## config.mk

```make
export PLATFORM = sky130hd
export DESIGN_NAME = buf_arbiter_flat
export DESIGN_NICKNAME = d
export VERILOG_FILES = /design/src/rtl/buf_arbiter_if.sv /design/src/rtl/buf_arbiter.sv /design/src/flat_wrapper.sv
export SDC_FILE = /design/constraint.sdc
export NUM_CORES = 1
export LEC_CHECK = 0
export CAP_MARGIN = 20
export CORE_MARGIN = 2
export CORE_UTILIZATION = 36
export CTS_BUF_LIST = sky130_fd_sc_hd__clkbuf_2 sky130_fd_sc_hd__clkbuf_4 sky130_fd_sc_hd__clkbuf_8
export DETAILED_ROUTE_END_ITERATION = 16
export PLACE_DENSITY = 0.83
export SLEW_MARGIN = 0
export SYNTH_ARGS = -nofsm -noshare
export SYNTH_HDL_FRONTEND = slang
export SYNTH_SLANG_ARGS = --single-unit
```

## constraint.sdc

```tcl
create_clock -name clk -period 3 [get_ports clk]
set_clock_uncertainty 0.2 [all_clocks]
set_input_delay 0.6 -clock clk [delete_from_list [all_inputs] [get_ports clk]]
set_output_delay 0.6 -clock clk [all_outputs]
set_load 0.02 [all_outputs]
```

## src/rtl/buf_arbiter_if.sv

```systemverilog
// buf_arbiter_if: bundle of both requester ports (host h_*, flash f_*) and the
// page-buffer access port shared by buf_arbiter.
//
// Handshake: a requester raises x_req with x_we/x_addr/x_len stable and holds
// it until x_gnt rises. While x_gnt is high the burst runs one word per cycle.
// On writes, x_wack marks that x_wdata was consumed this cycle and the next
// word must be presented on the following cycle. On reads, x_rvalid qualifies
// x_rdata. x_done pulses once on the final burst cycle. Dropping x_req before
// x_gnt withdraws the request.
interface buf_arbiter_if #(
    parameter int DW = 16,
    parameter int AW = 11
);
    // host requester
    logic          h_req;
    logic          h_we;
    logic [AW-1:0] h_addr;
    logic [AW-1:0] h_len;
    logic [DW-1:0] h_wdata;
    logic          h_gnt;
    logic          h_wack;
    logic          h_rvalid;
    logic [DW-1:0] h_rdata;
    logic          h_done;

    // flash requester
    logic          f_req;
    logic          f_we;
    logic [AW-1:0] f_addr;
    logic [AW-1:0] f_len;
    logic [DW-1:0] f_wdata;
    logic          f_gnt;
    logic          f_wack;
    logic          f_rvalid;
    logic [DW-1:0] f_rdata;
    logic          f_done;

    // page buffer access port
    logic          buf_en;
    logic          buf_we;
    logic [AW-1:0] buf_addr;
    logic [DW-1:0] buf_wdata;
    logic [DW-1:0] buf_rdata;

    // requesters plus the buffer unit
    modport master (
        output h_req, h_we, h_addr, h_len, h_wdata,
        input  h_gnt, h_wack, h_rvalid, h_rdata, h_done,
        output f_req, f_we, f_addr, f_len, f_wdata,
        input  f_gnt, f_wack, f_rvalid, f_rdata, f_done,
        input  buf_en, buf_we, buf_addr, buf_wdata,
        output buf_rdata
    );

    // the arbiter
    modport slave (
        input  h_req, h_we, h_addr, h_len, h_wdata,
        output h_gnt, h_wack, h_rvalid, h_rdata, h_done,
        input  f_req, f_we, f_addr, f_len, f_wdata,
        output f_gnt, f_wack, f_rvalid, f_rdata, f_done,
        output buf_en, buf_we, buf_addr, buf_wdata,
        input  buf_rdata
    );
endinterface

```

## src/rtl/buf_arbiter.sv

```systemverilog
// buf_arbiter: shares the single access port of the 2048 x 16 page buffer
// between the host interface and the flash engine. A granted requester gets
// one burst of 1..2048 consecutive words (one per cycle, address wraps).
//
// Optional feature macro: BUF_ARB_RR_EN
//   defined   -> round-robin on simultaneous requests (flash wins first tie)
//   undefined -> fixed priority, flash always wins ties
//
// Burst timeline for a request sampled in IDLE at cycle t with N words:
// accesses t+1..t+N (XFER), done pulse t+N+1 (DONE), IDLE again at t+N+2.
// Reset is synchronous but also blanks every output combinationally, so a
// burst interrupted by reset performs no further buffer write.
module buf_arbiter #(
    parameter int DW = 16,
    parameter int AW = 11
) (
    input  logic                 clk,
    input  logic                 rst,
    buf_arbiter_if.slave         io_bus,
    output logic [1:0]           o_dbg_state
);

    typedef enum logic [1:0] {
        S_IDLE = 2'd0,
        S_XFER = 2'd1,
        S_DONE = 2'd2
    } state_t;

    state_t        r_state;
    logic          r_own_f;     // 1: flash owns the burst, 0: host
    logic          r_we;        // latched burst direction
    logic [AW-1:0] r_addr;      // address of the current access
    logic [AW-1:0] r_rem;       // accesses left after the current one
    logic          r_gnt_h;
    logic          r_gnt_f;
    logic          r_done;
    logic          r_rvalid;    // a read access happened last cycle

    logic          w_any_req;
    logic          w_pick_f;
    logic          w_access;
    logic          w_wr_access;

`ifdef BUF_ARB_RR_EN
    logic          r_last_f;    // 1: flash was granted most recently

    // Round-robin winner: a lone request wins, a tie goes to whoever was not served last
    always_comb begin
        w_pick_f = io_bus.f_req & (~io_bus.h_req | ~r_last_f);
    end

    // Remember the most recent winner; reset makes flash win the first tie
    always_ff @(posedge clk) begin
        if (rst) begin
            r_last_f <= 1'b0;
        end else if (r_state == S_IDLE && w_any_req) begin
            r_last_f <= w_pick_f;
        end
    end
`else
    // Fixed priority: flash wins whenever it requests
    always_comb begin
        w_pick_f = io_bus.f_req;
    end
`endif

    assign w_any_req = io_bus.h_req | io_bus.f_req;

    // Burst FSM: arbitrate in IDLE, stream words in XFER, flag completion in DONE
    always_ff @(posedge clk) begin
        if (rst) begin
            r_state  <= S_IDLE;
            r_own_f  <= 1'b0;
            r_we     <= 1'b0;
            r_addr   <= '0;
            r_rem    <= '0;
            r_gnt_h  <= 1'b0;
            r_gnt_f  <= 1'b0;
            r_done   <= 1'b0;
            r_rvalid <= 1'b0;
        end else begin
            case (r_state)
                S_IDLE: begin
                    r_done   <= 1'b0;
                    r_rvalid <= 1'b0;
                    if (w_any_req) begin
                        r_state <= S_XFER;
                        r_own_f <= w_pick_f;
                        r_gnt_h <= ~w_pick_f;
                        r_gnt_f <= w_pick_f;
                        if (w_pick_f) begin
                            r_we   <= io_bus.f_we;
                            r_addr <= io_bus.f_addr;
                            r_rem  <= io_bus.f_len;
                        end else begin
                            r_we   <= io_bus.h_we;
                            r_addr <= io_bus.h_addr;
                            r_rem  <= io_bus.h_len;
                        end
                    end
                end
                S_XFER: begin
                    // read data from this access returns next cycle
                    r_rvalid <= ~r_we;
                    // natural AW-bit overflow gives the 0x7FF -> 0x000 wrap
                    r_addr   <= r_addr + 1'b1;
                    r_rem    <= r_rem - 1'b1;
                    if (r_rem == '0) begin
                        r_state <= S_DONE;
                        r_done  <= 1'b1;
                    end
                end
                S_DONE: begin
                    r_state  <= S_IDLE;
                    r_done   <= 1'b0;
                    r_rvalid <= 1'b0;
                    r_gnt_h  <= 1'b0;
                    r_gnt_f  <= 1'b0;
                end
                default: begin
                    r_state  <= S_IDLE;
                    r_gnt_h  <= 1'b0;
                    r_gnt_f  <= 1'b0;
                    r_done   <= 1'b0;
                    r_rvalid <= 1'b0;
                end
            endcase
        end
    end

    assign w_access    = (r_state == S_XFER) & ~rst;
    assign w_wr_access = w_access & r_we;

    // Buffer port: one access per XFER cycle, write data passed straight through from the owner
    always_comb begin
        io_bus.buf_en    = w_access;
        io_bus.buf_we    = w_wr_access;
        io_bus.buf_addr  = '0;
        io_bus.buf_wdata = '0;
        if (w_access) begin
            io_bus.buf_addr = r_addr;
        end
        if (w_wr_access) begin
            io_bus.buf_wdata = r_own_f ? io_bus.f_wdata : io_bus.h_wdata;
        end
    end

    // Requester status: only the owner sees gnt/wack/rvalid/done; rdata is zero unless valid
    always_comb begin
        io_bus.h_gnt    = r_gnt_h & ~rst;
        io_bus.f_gnt    = r_gnt_f & ~rst;
        io_bus.h_wack   = w_wr_access & ~r_own_f;
        io_bus.f_wack   = w_wr_access & r_own_f;
        io_bus.h_rvalid = r_rvalid & ~r_own_f & ~rst;
        io_bus.f_rvalid = r_rvalid & r_own_f & ~rst;
        io_bus.h_done   = r_done & ~r_own_f & ~rst;
        io_bus.f_done   = r_done & r_own_f & ~rst;
        io_bus.h_rdata  = '0;
        io_bus.f_rdata  = '0;
        if (io_bus.h_rvalid) begin
            io_bus.h_rdata = io_bus.buf_rdata;
        end
        if (io_bus.f_rvalid) begin
            io_bus.f_rdata = io_bus.buf_rdata;
        end
    end

    assign o_dbg_state = r_state;

endmodule

```

## src/flat_wrapper.sv

```systemverilog
// flat-port wrapper written by rule: the top's interface ports become plain ports
module buf_arbiter_flat 
#(
    parameter int DW = 16,
    parameter int AW = 11
)
  (clk, rst, o_dbg_state, io_bus_h_req, io_bus_h_we, io_bus_h_addr, io_bus_h_len, io_bus_h_wdata, io_bus_h_gnt, io_bus_h_wack, io_bus_h_rvalid, io_bus_h_rdata, io_bus_h_done, io_bus_f_req, io_bus_f_we, io_bus_f_addr, io_bus_f_len, io_bus_f_wdata, io_bus_f_gnt, io_bus_f_wack, io_bus_f_rvalid, io_bus_f_rdata, io_bus_f_done, io_bus_buf_en, io_bus_buf_we, io_bus_buf_addr, io_bus_buf_wdata, io_bus_buf_rdata);
  buf_arbiter_if #(.DW(DW), .AW(AW)) io_bus_i ();
  input  logic clk;
  input  logic rst;
  output logic [1:0] o_dbg_state;
  input wire logic [$bits(io_bus_i.h_req)-1:0] io_bus_h_req;
  input wire logic [$bits(io_bus_i.h_we)-1:0] io_bus_h_we;
  input wire logic [$bits(io_bus_i.h_addr)-1:0] io_bus_h_addr;
  input wire logic [$bits(io_bus_i.h_len)-1:0] io_bus_h_len;
  input wire logic [$bits(io_bus_i.h_wdata)-1:0] io_bus_h_wdata;
  output wire logic [$bits(io_bus_i.h_gnt)-1:0] io_bus_h_gnt;
  output wire logic [$bits(io_bus_i.h_wack)-1:0] io_bus_h_wack;
  output wire logic [$bits(io_bus_i.h_rvalid)-1:0] io_bus_h_rvalid;
  output wire logic [$bits(io_bus_i.h_rdata)-1:0] io_bus_h_rdata;
  output wire logic [$bits(io_bus_i.h_done)-1:0] io_bus_h_done;
  input wire logic [$bits(io_bus_i.f_req)-1:0] io_bus_f_req;
  input wire logic [$bits(io_bus_i.f_we)-1:0] io_bus_f_we;
  input wire logic [$bits(io_bus_i.f_addr)-1:0] io_bus_f_addr;
  input wire logic [$bits(io_bus_i.f_len)-1:0] io_bus_f_len;
  input wire logic [$bits(io_bus_i.f_wdata)-1:0] io_bus_f_wdata;
  output wire logic [$bits(io_bus_i.f_gnt)-1:0] io_bus_f_gnt;
  output wire logic [$bits(io_bus_i.f_wack)-1:0] io_bus_f_wack;
  output wire logic [$bits(io_bus_i.f_rvalid)-1:0] io_bus_f_rvalid;
  output wire logic [$bits(io_bus_i.f_rdata)-1:0] io_bus_f_rdata;
  output wire logic [$bits(io_bus_i.f_done)-1:0] io_bus_f_done;
  output wire logic [$bits(io_bus_i.buf_en)-1:0] io_bus_buf_en;
  output wire logic [$bits(io_bus_i.buf_we)-1:0] io_bus_buf_we;
  output wire logic [$bits(io_bus_i.buf_addr)-1:0] io_bus_buf_addr;
  output wire logic [$bits(io_bus_i.buf_wdata)-1:0] io_bus_buf_wdata;
  input wire logic [$bits(io_bus_i.buf_rdata)-1:0] io_bus_buf_rdata;
  assign io_bus_i.h_req = io_bus_h_req;
  assign io_bus_i.h_we = io_bus_h_we;
  assign io_bus_i.h_addr = io_bus_h_addr;
  assign io_bus_i.h_len = io_bus_h_len;
  assign io_bus_i.h_wdata = io_bus_h_wdata;
  assign io_bus_h_gnt = io_bus_i.h_gnt;
  assign io_bus_h_wack = io_bus_i.h_wack;
  assign io_bus_h_rvalid = io_bus_i.h_rvalid;
  assign io_bus_h_rdata = io_bus_i.h_rdata;
  assign io_bus_h_done = io_bus_i.h_done;
  assign io_bus_i.f_req = io_bus_f_req;
  assign io_bus_i.f_we = io_bus_f_we;
  assign io_bus_i.f_addr = io_bus_f_addr;
  assign io_bus_i.f_len = io_bus_f_len;
  assign io_bus_i.f_wdata = io_bus_f_wdata;
  assign io_bus_f_gnt = io_bus_i.f_gnt;
  assign io_bus_f_wack = io_bus_i.f_wack;
  assign io_bus_f_rvalid = io_bus_i.f_rvalid;
  assign io_bus_f_rdata = io_bus_i.f_rdata;
  assign io_bus_f_done = io_bus_i.f_done;
  assign io_bus_buf_en = io_bus_i.buf_en;
  assign io_bus_buf_we = io_bus_i.buf_we;
  assign io_bus_buf_addr = io_bus_i.buf_addr;
  assign io_bus_buf_wdata = io_bus_i.buf_wdata;
  assign io_bus_i.buf_rdata = io_bus_buf_rdata;
  buf_arbiter #(.DW(DW), .AW(AW)) u_core (.clk(clk), .rst(rst), .io_bus(io_bus_i), .o_dbg_state(o_dbg_state));
endmodule
```

==> impl_metrics.py <==
metrics = {
    "worst_setup_path": {
        "crit_top_cell": "sky130_fd_sc_hd__clkdlybuf4s50_1",
        "critical_path_s_slowest_cell": "sky130_fd_sc_hd__clkdlybuf4s50_1",
        "cpPeakStageDelay_ns": 0.61,
        "cp_max_fo": 33,
        "worst_ep_required_ns": 2.20,
        "ff2ff_setup_slack_ns": 0.80,
        "cp_cell_sequence": "clkdlybuf4s50_1, buf_4, buf_6, nor2_1, clkdlybuf4s50_1",
        "critical_path_class": "in2out",
        "crit_path_end_kind": "output port",
        "arrival_ns": 2.15,
        "worstReg2RegStart": "u_core.o_dbg_state[1]",
        "critical_path.reg2reg.endpoint": "u_core.r_rem[3]",
        "ff2ff_path_depth": 5,
        "startpoint_type": "input port",
    },
    "logic_synthesis": {
        "yosysTopAreaCell": "sky130_fd_sc_hd__dfxtp_1",
        "seq_cells_post_synth": 30,
        "synth.lib_cells_used.distinct": 54,
        "average_instance_area_after_synthesis_sq_um": 7.703,
        "netlist_instances": 306,
        "synth_flop_cell": "sky130_fd_sc_hd__dfxtp_1",
        "mappedNetlistNets": 407,
        "synth_area_sq_mm": 0.002357,
        "synth_largest_type_area_fraction_pct": 25.48,
        "synth.area.top_cells": "sky130_fd_sc_hd__dfxtp_1 25%, sky130_fd_sc_hd__and2_1 12%, sky130_fd_sc_hd__a22o_1 6.3%",
        "yosysWarnings": 0,
        "synth_enable_flop_cells": 0,
        "synth.yosys.seq_area_share_pct": 25.48,
        "synth_async_sr_flop_share_pct": 0,
    },
    "job": {
        "max_cap_viol_count": 0,
    },
    "clock_network": {
        "cts_tree": "built",
        "clock-sinks": 30,
        "level_count_of_the_clock_h_tree": 2,
        "path_clk_slew_ns": 0.07,
        "worst_skew_pair.late_latency_ns": 0.29,
        "number_of_buffers_created_by_cts": 5,
        "cts_hold_repair.buffers": 0,
        "clock-root-buffer": "sky130_fd_sc_hd__clkbuf_8",
        "cts.path.max_buffers": 2,
    },
    "detailed_routing": {
        "first_iter_violations": 113,
        "antenna_left": 0,
        "drt-vias-per-instance": 5.469,
        "pre_antenna_drt_iters": 4,
        "routed_wire_length_per_instance_um": 16.49,
        "drt_drc_violations_left": 0,
        "dr_total_vias": 3046,
        "totalWireLength_mm": 9.185,
    },
    "place": {
        "numPortBuffers": 168,
        "hpwlAfterDp_mm": 7.158,
        "pre_cts_ws_ns": -0.4802,
        "routabilityCongestion": 1.002,
    },
    "layout": {
        "final_common_cell": "sky130_fd_sc_hd__clkdlybuf4s50_1",
        "multi_input_comb_area_sq_mm": 0.001644,
        "final_nets": 580,
        "ff_latch_area_sq_um": 600.6,
        "drive_gt1_share_pct": 14.58,
        "antenna_cells_inserted": 0,
        "layout.cells.most_common_list": "100 x sky130_fd_sc_hd__clkdlybuf4s50_1, 43 x sky130_fd_sc_hd__and2_1, 43 x sky130_fd_sc_hd__dlygate4sd2_1",
        "layout.filler_cells": 575,
        "area_delta_synth_final_pct": 78.08,
    },
    "timing": {
        "setup_viol": 0,
        "tightest_slew_ns": 0.6355,
        "setup_tns_ns": 0,
        "timing.final.max_slew_violations": 0,
        "timing.final.crit_share_pct": 98.38,
        "slew_headroom_pct": 57.63,
        "timing_hold_violations_final": 0,
        "fin_hold_ws_ns": 0.2771,
        "layout_setup_ws_ns": 0.04867,
        "post-route-min-period_ns": 2.951,
        "maxClockFrequency_mhz": 338.8,
    },
    "die": {
        "floorplan_core_area_sq_mm": 0.006350,
        "ioPinCount": 169,
        "initial_standard_cell_utilization_of_the_core_pct": 37.12,
        "dieArea_sq_mm": 0.007211,
        "fp.dieH_um": 84.92,
        "die_width_um": 84.92,
        "floorplan.rows": 29,
    },
    "global_route": {
        "grt_max_degree": 34,
        "wire_length_of_the_first_global_routing_pass_mm": 14.30,
        "global_route.usage.total_pct": 24.79,
        "antenna_found_initial": 0,
        "grt_overflow_total": 0,
        "first_global_vias": 2878,
    },
    "power": {
        "power_density_mw_per_mm2": 343.5,
        "p_leak_uw": 0.001963,
        "power.total_uw": 1442,
        "max-vdd-ir-drop_mv": 0.2548,
    },
    "run_status": {
        "run_status": "finished, final reports clean",
    },
    "min_path": {
        "timing.hold.worst_endpoint": "u_core.r_rem[8]",
        "whs_path_depth": 2,
        "hold_path_class": "reg2reg",
        "timing.hold.worst.start": "u_core.r_rem[8]",
    },
}
==> report_power, final <==
part           total [uW]  internal (uW)  switching (uW)
Clock                 351            184             166
Sequential            517            451            66.0
Combinational         574            303             270
Total                1440            939             503
==> kinds of logic after synthesis <==
logic type,synth area share (%)
buffers and inverters,5.680
and+or+nand+nor,33.01
xor gates and xnor gates,0.7432
AOI/OAI and AO/OA,24.10
adders and majority gates,1.593
DFF,25.48
muxes,9.395
==> synth_stat cells, types with 2 or more instances <==
library cell,number
sky130_fd_sc_hd__nand2b_1,5
sky130_fd_sc_hd__or2_2,3
sky130_fd_sc_hd__and3_1,3
sky130_fd_sc_hd__o211ai_1,3
sky130_fd_sc_hd__nand3_1,11
sky130_fd_sc_hd__o32ai_1,2
sky130_fd_sc_hd__and2_1,44
sky130_fd_sc_hd__a21o_1,3
sky130_fd_sc_hd__nand2_1,16
sky130_fd_sc_hd__mux2i_1,12
sky130_fd_sc_hd__or3_1,2
sky130_fd_sc_hd__nor2b_1,4
sky130_fd_sc_hd__buf_1,2
sky130_fd_sc_hd__a211oi_1,3
sky130_fd_sc_hd__mux2_2,9
sky130_fd_sc_hd__nor2_1,20
sky130_fd_sc_hd__a2111oi_0,2
sky130_fd_sc_hd__xnor2_1,2
sky130_fd_sc_hd__clkbuf_1,13
sky130_fd_sc_hd__nand3b_1,3
sky130_fd_sc_hd__o21ai_0,7
sky130_fd_sc_hd__nor3b_1,3
sky130_fd_sc_hd__dfxtp_1,30
sky130_fd_sc_hd__a22o_1,17
sky130_fd_sc_hd__ha_1,3
sky130_fd_sc_hd__inv_1,8
sky130_fd_sc_hd__nor3_1,11
sky130_fd_sc_hd__nand4_1,4
sky130_fd_sc_hd__buf_2,8
sky130_fd_sc_hd__a31oi_1,4
sky130_fd_sc_hd__a21oi_1,22
sky130_fd_sc_hd__a311oi_1,2
sky130_fd_sc_hd__a22oi_1,4
==> worst max path at each step <==
| stage | startpoint | endpoint | slack (ns) | depth (start not counted) |
|---|---|---|---|---|
| finish | rst | io_bus_h_gnt | 0.05 | 5 |
| detailed placement | rst | io_bus_buf_wdata[3] | -0.48 | 7 |
| global placement | rst | io_bus_buf_wdata[15] | -0.40 | 7 |
| floorplan | rst | io_bus_buf_wdata[10] | 0.04 | 7 |
| global route | rst | io_bus_buf_wdata[0] | -0.001 | 7 |
| CTS | rst | io_bus_buf_wdata[2] | 0.0009 | 7 |
==> stage by stage <==
step	util, %	cell area, sq um	cells
floorplan	-	2357	306
global placement	65.81	4179	545
detailed placement	65.81	4179	545
CTS	66.70	4235	554
global route	66.11	4198	557
finish	66.11	4198	557
==> metal layers <==
layer  GRT usage (%)  vias to the layer above  share of wire (%)
met4           8.947                        0                2.1
met5               0                        -                  0
li1                -                     1464                  -
met3           4.377                       15                6.9
met1           29.52                     1410                 40
met2           44.52                      157                 51
==> critical path: cells and delay by family <==
kind | cells | cell delay [ns]
and+or+nand+nor | 1 | 0.13
buffers and inverters | 4 | 1.41
==> what timing repair did <==
item / 4_1_cts / 5_1_grt
gates cloned: 0 / 2
resized for setup: 104 / 36
setup buffers: 1 / 1
pin swaps: 0 / 1
endpoints found under the setup margin: 69 / 36
==> final cells by class <==
class                      count  area share (%)
timing repair buffer         190           41.25
sequential                    30           14.31
tap                           77           2.295
inverter                       8          0.7153
clock inverter                 2          0.2981
clock buffer                   6           1.967
multi-input combinational    244           39.17
==> state kept, by name, indices dropped and copies added, names as in the netlist <==
register / cells
u_core.r_addr: 11
u_core.r_gnt_h: 1
u_core.r_done: 1
u_core.r_rem: 11
u_core.r_we: 1
u_core.r_own_f: 1
u_core.r_gnt_f: 1
u_core.o_dbg_state: 2
u_core.r_rvalid: 1
(Power assumes the default switching activity.)
